[src/rtl/mul_div_pkg.sv]
// Shared types and defaults for the sequential multiplier/divider family.
// State and Booth operation encodings are common to both control paths.
package mul_div_pkg;

    localparam int unsigned MUL_DIV_WIDTH = 4;

    typedef enum logic [1:0] {
        IDLE  = 2'd0,
        EVAL  = 2'd1,
        SHIFT = 2'd2,
        DONE  = 2'd3
    } mul_div_state_e;

    typedef enum logic [1:0] {
        NOP = 2'd0,
        ADD = 2'd1,
        SUB = 2'd2
    } booth_op_e;

endpackage

[src/rtl/booth_multiplier_control_path.sv]
// Booth multiplier sequencer: FSM, iteration count, busy/done and datapath strobes.
// BOOTH_UNSIGNED_SEL_EN adds one extra iteration for zero-extended operands.
module booth_multiplier_control_path
    import mul_div_pkg::*;
#(
    parameter int unsigned WIDTH = MUL_DIV_WIDTH
) (
    input  logic      clk,
    input  logic      rst_n,
    input  logic      start,
    input  logic      q_lsb,
    input  logic      q_m1,
`ifdef BOOTH_UNSIGNED_SEL_EN
    input  logic      extra_iter,
`endif
    output logic      load_c,
    output booth_op_e op_c,
    output logic      shift_c,
    output logic      last_c,
    output logic      busy,
    output logic      done
);

`ifdef BOOTH_UNSIGNED_SEL_EN
    localparam int unsigned CNT_W = $clog2(WIDTH + 1);
`else
    localparam int unsigned CNT_W = $clog2(WIDTH);
`endif

    mul_div_state_e   state_q, state_d;
    logic [CNT_W-1:0] count_q, count_d;
    logic [CNT_W-1:0] last_cnt;

`ifdef BOOTH_UNSIGNED_SEL_EN
    assign last_cnt = extra_iter ? CNT_W'(WIDTH) : CNT_W'(WIDTH - 1);
`else
    assign last_cnt = CNT_W'(WIDTH - 1);
`endif

    // Next-state and strobe decode
    always_comb begin
        state_d = state_q;
        count_d = count_q;
        load_c  = 1'b0;
        op_c    = NOP;
        shift_c = 1'b0;
        last_c  = 1'b0;
        unique case (state_q)
            IDLE: begin
                if (start) begin
                    load_c  = 1'b1;
                    count_d = '0;
                    state_d = EVAL;
                end
            end
            EVAL: begin
                unique case ({q_lsb, q_m1})
                    2'b01:   op_c = ADD;
                    2'b10:   op_c = SUB;
                    default: op_c = NOP;
                endcase
                state_d = SHIFT;
            end
            SHIFT: begin
                shift_c = 1'b1;
                if (count_q == last_cnt) begin
                    last_c  = 1'b1;
                    state_d = DONE;
                end else begin
                    count_d = count_q + CNT_W'(1);
                    state_d = EVAL;
                end
            end
            DONE: begin
                state_d = IDLE;
            end
            default: begin
                state_d = IDLE;
            end
        endcase
    end

    // State register; busy/done are registered decodes of the state
    always_ff @(posedge clk or negedge rst_n) begin
        if (!rst_n) begin
            state_q <= IDLE;
            count_q <= '0;
            busy    <= 1'b0;
            done    <= 1'b0;
        end else begin
            state_q <= state_d;
            count_q <= count_d;
            busy    <= (state_q != IDLE);
            done    <= (state_q == DONE);
        end
    end

endmodule

[src/rtl/booth_multiplier.sv]
// Sequential radix-2 Booth multiplier: datapath registers and adder, plus control path.
// BOOTH_UNSIGNED_SEL_EN adds is_signed to select zero-extended (unsigned) operands.
module booth_multiplier
    import mul_div_pkg::*;
#(
    parameter int unsigned WIDTH = MUL_DIV_WIDTH
) (
    input  logic               clk,
    input  logic               rst_n,
    input  logic               start,
    input  logic [WIDTH-1:0]   multiplicand,
    input  logic [WIDTH-1:0]   multiplier,
`ifdef BOOTH_UNSIGNED_SEL_EN
    input  logic               is_signed,
`endif
    output logic               busy,
    output logic               done,
    output logic [2*WIDTH-1:0] product
);

    localparam int unsigned AW = WIDTH + 1;
`ifdef BOOTH_UNSIGNED_SEL_EN
    localparam int unsigned QW = WIDTH + 1;
`else
    localparam int unsigned QW = WIDTH;
`endif
    localparam int unsigned PW = 2 * WIDTH;

    logic [AW-1:0] a_q, m_q, m_ext, a_eval, a_sh;
    logic [QW-1:0] q_q, q_ext, q_sh;
    logic          qm1_q;
    logic [PW-1:0] prod_c;
    logic          load_c, shift_c, last_c;
    booth_op_e     op_c;

`ifdef BOOTH_UNSIGNED_SEL_EN
    logic          uns_q;

    assign m_ext = is_signed ? {multiplicand[WIDTH-1], multiplicand} : {1'b0, multiplicand};
    assign q_ext = is_signed ? {multiplier[WIDTH-1], multiplier} : {1'b0, multiplier};
`else
    assign m_ext = {multiplicand[WIDTH-1], multiplicand};
    assign q_ext = multiplier;
`endif

    booth_multiplier_control_path #(
        .WIDTH (WIDTH)
    ) u_ctrl (
        .clk        (clk),
        .rst_n      (rst_n),
        .start      (start),
        .q_lsb      (q_q[0]),
        .q_m1       (qm1_q),
`ifdef BOOTH_UNSIGNED_SEL_EN
        .extra_iter (uns_q),
`endif
        .load_c     (load_c),
        .op_c       (op_c),
        .shift_c    (shift_c),
        .last_c     (last_c),
        .busy       (busy),
        .done       (done)
    );

    // Add/sub evaluation on the extended accumulator
    always_comb begin
        a_eval = a_q;
        unique case (op_c)
            ADD:     a_eval = a_q + m_q;
            SUB:     a_eval = a_q - m_q;
            default: a_eval = a_q;
        endcase
    end

    assign a_sh = {a_q[AW-1], a_q[AW-1:1]};
    assign q_sh = {a_q[0], q_q[QW-1:1]};

    // In signed mode with a widened Q, the unused sign copy sits at the bottom of Q
`ifdef BOOTH_UNSIGNED_SEL_EN
    assign prod_c = uns_q ? {a_sh[WIDTH-2:0], q_sh} : {a_sh[WIDTH-1:0], q_sh[QW-1:1]};
`else
    assign prod_c = {a_sh[WIDTH-1:0], q_sh};
`endif

    always_ff @(posedge clk or negedge rst_n) begin
        if (!rst_n) begin
            a_q     <= '0;
            m_q     <= '0;
            q_q     <= '0;
            qm1_q   <= 1'b0;
            product <= '0;
`ifdef BOOTH_UNSIGNED_SEL_EN
            uns_q   <= 1'b0;
`endif
        end else begin
            if (load_c) begin
                a_q   <= '0;
                m_q   <= m_ext;
                q_q   <= q_ext;
                qm1_q <= 1'b0;
`ifdef BOOTH_UNSIGNED_SEL_EN
                uns_q <= ~is_signed;
`endif
            end else if (shift_c) begin
                a_q   <= a_sh;
                q_q   <= q_sh;
                qm1_q <= q_q[0];
            end else if (op_c != NOP) begin
                a_q   <= a_eval;
            end
            if (last_c) begin
                product <= prod_c;
            end
        end
    end

endmodule

[config.mk]
export PLATFORM = sky130hd
export DESIGN_NAME = booth_multiplier
export DESIGN_NICKNAME = d
export VERILOG_FILES = /design/src/rtl/mul_div_pkg.sv /design/src/rtl/booth_multiplier_control_path.sv /design/src/rtl/booth_multiplier.sv
export SDC_FILE = /design/constraint.sdc
export NUM_CORES = 1
export LEC_CHECK = 0
export CAP_MARGIN = 5
export CORE_AREA = 2 2 54 56
export CTS_CLUSTER_DIAMETER = 50
export DETAILED_ROUTE_END_ITERATION = 10
export DIE_AREA = 0 0 56 58
export MAX_ROUTING_LAYER = met4
export PLACE_DENSITY = 0.81
export SLEW_MARGIN = 15
export SYNTH_ARGS = -nofsm -noshare
export SYNTH_HDL_FRONTEND = slang
export SYNTH_HIERARCHICAL = 1
export SYNTH_SLANG_ARGS = --single-unit
[constraint.sdc]
create_clock -name clk -period 5.55 [get_ports clk]
set_input_delay 1.11 -clock clk [delete_from_list [all_inputs] [get_ports clk]]
set_output_delay 1.11 -clock clk [all_outputs]
set_load 0.05 [all_outputs]
==> impl_metrics.ini <==
[cells_and_area]
area_growth_pct = 18.3
final_cell_mix = 28 x dfrtp_1, 20 x clkdlybuf4s50_1, 10 x mux2_2
final_common_cell = dfrtp_1
fillers = 213
drive_gt1_frac = 0.137
instances_no_fill = 184
n_antenna_cell = 0
final_nets = 174
design_area_mm2 = 0.00174

[grt]
grt_pass1_wl_mm = 4.65
grt_use_total = 0.192
grt_pass1_vias = 1082
antenna_found_initial = 0
grt_max_degree = 29
overflow = 0

[floorplanning]
core_mm2 = 0.00266
initial_core_util = 0.553
die_area_mm2 = 0.00325
rows = 19
ioPinCount = 21
die-width_um = 56
die_y_um = 58

[routing]
wire_per_inst_um = 14.0
drt-total-wl_mm = 2.58
drc = 0
antenna_left = 0
via_per_inst = 5.43
vias = 999
dr.pass1.iters = 4
drt_iter0_markers = 16

[worst_setup_path]
worstReg2RegEnd = a_q[4]
crit_end = a_q[4]
crit_required_ps = 5820
startpoint_type = flip-flop
rrSetupSlack_ps = 2630
worstPathArrival_ps = 3190
crit_type = flip-flop to flip-flop
r2r-start = u_ctrl/state_q[1]
crit_fanout = 10
reg2reg_depth = 11
critPathLaunch = u_ctrl/state_q[1]
worst_setup_path_end_kind = flip-flop

[sta]
setup-violations-final = 0
fin_crit_sh = 0.526
hold_ws_ps = 523
post-route-min-period_ps = 2920
fin_skew_ps = 4.46
tightestPinTransition_ps = 1160
tns_ps = 0
rsz0062_at_grt = false
slew_headroom = 0.224
fmax_mhz = 343
slew_violations = 0
hold_viol = 0

[clock_network]
cts.clk_slew.worst_paths_ps = 150
postCtsHoldBufs = 0
ctsResizeCount = 0
postCtsSetupRepairBufs = 0
cts_root_buffer = clkbuf_4
numCtsBuffers = 3
clk_latency_ps = 330
tritoncts = yes
cts.sinks = 28
clockBufferDepth = 2
htreeDepth = 1

[placed_design]
hpwl_mm = 1.88
gp_congestion = 0.824
io_buffers = 20
placed_area_mm2 = 0.00169
placed_cells = 180

[run_status]
status = finished clean

[yosys]
ys_ff_latch = 28
synth_cell_types = 35
synth.area.top_cells = dfrtp_1 48%, mux2_2 7.6%, ha_1 6.8%
synth_ff_type = dfrtp_1
async_reset_ff_frac = 1.00
synth_edf_count = 0
syn_avg_cell_area_um2 = 11.2
synth_nets = 152
yosysSeqAreaShare = 0.476
syn_inst = 132
synth_area_mm2 = 0.00147
yosysWarningCount = 6
synth_area_leader_cell = dfrtp_1
yosys.area.top_type_share = 0.476

[hold_path]
hp-class = flip-flop to flip-flop

[job]
cap_violations = 0

[pwr]
ir_drop_mv = 0.400
p_leak_nw = 0.807
total_power_w = 0.00103
p_per_area_mw_per_mm2 = 593
[registers in the layout, indices dropped and copies added, names as in the netlist]
name            count
product             8
a_q                 5
m_q                 4
q_q                 4
u_ctrl/count_q      2
u_ctrl/state_q      2
qm1_q               1
u_ctrl/busy         1
u_ctrl/done         1
[layer usage]
layer	part of all wire	GRT usage
met5	0	-
met4	0.021	0.0884
met3	0.023	0.0223
met2	0.53	0.346
met1	0.42	0.214
[Yosys cell counts, types with 2 or more instances]
cell type  count
dfrtp_1       28
mux2_2        10
inv_1          9
mux2i_1        9
nand2_1        9
o21ai_0        9
ha_1           8
nor2_1         8
nor2b_1        4
xnor2_1        4
a211o_1        2
a21oi_1        2
buf_6          2
clkbuf_1       2
nand2b_1       2
nor3_1         2
nor3b_1        2
nor4bb_1       2
or2_1          2
[cell families (layout without fill, tap and decap cells)]
| kind of cell | Yosys count | in the layout | synth area share |
|---|---|---|---|
| DFF | 28 | 28 | 0.476 |
| and+or+nand+nor | 38 | 38 | 0.145 |
| xor gates and xnor gates | 4 | 4 | 0.0238 |
| buffers and inverters | 14 | 35 | 0.0484 |
| AOI/OAI and AO/OA | 20 | 20 | 0.0875 |
| adders and majority gates | 9 | 9 | 0.0816 |
| muxes | 19 | 19 | 0.138 |
[stage by stage]
stage          setup slack, ps   util
3_3_place_gp              2750  0.634
2_1_floorplan             2880      -
4_1_cts                   2620  0.654
6_report                  2630  0.654
5_1_grt                   2230  0.654
3_5_place_dp              2660  0.634
[critical path, cell delays in order, from the launching register on]
cell and delay, ps:
dfrtp_1 480, nand2b_1 210, nor3b_1 200, inv_1 80
ha_1 260, mux2i_1 180, fa_1 450, a21o_1 180
a21oi_2 140, xnor2_1 110, or4_1 410, a21oi_1 150
[final cells by class]
type                    count  area (um2)  share of cell area
flip-flops and latches     28         701               0.402
well taps                  31        38.8              0.0223
inverters                   9        33.8              0.0194
clock inverters             1        30.0              0.0172
multi-input cells          90         701               0.402
clock buffers               3        22.5              0.0129
repair buffers             22         215               0.124
[report_power, final]
group	switching, W	total, W	internal [W]
Sequential	0.0000744	0.000359	0.000285
Clock	0.0000603	0.000133	0.0000731
Combinational	0.000292	0.000541	0.000248
[worst min-delay path by stage]
| stage | cells after the start | endpoint | from |
|---|---|---|---|
| 2_1_floorplan | 1 | u_ctrl/count_q[1] | u_ctrl/count_q[1] |
| 3_3_place_gp | 1 | product[0] | product[0] |
| 3_5_place_dp | 1 | product[4] | product[4] |
| 4_1_cts | 1 | product[4] | product[4] |
| 5_1_grt | 1 | product[4] | product[4] |
| 6_report | 1 | product[7] | product[7] |
Power figures use the tool's default switching activity.
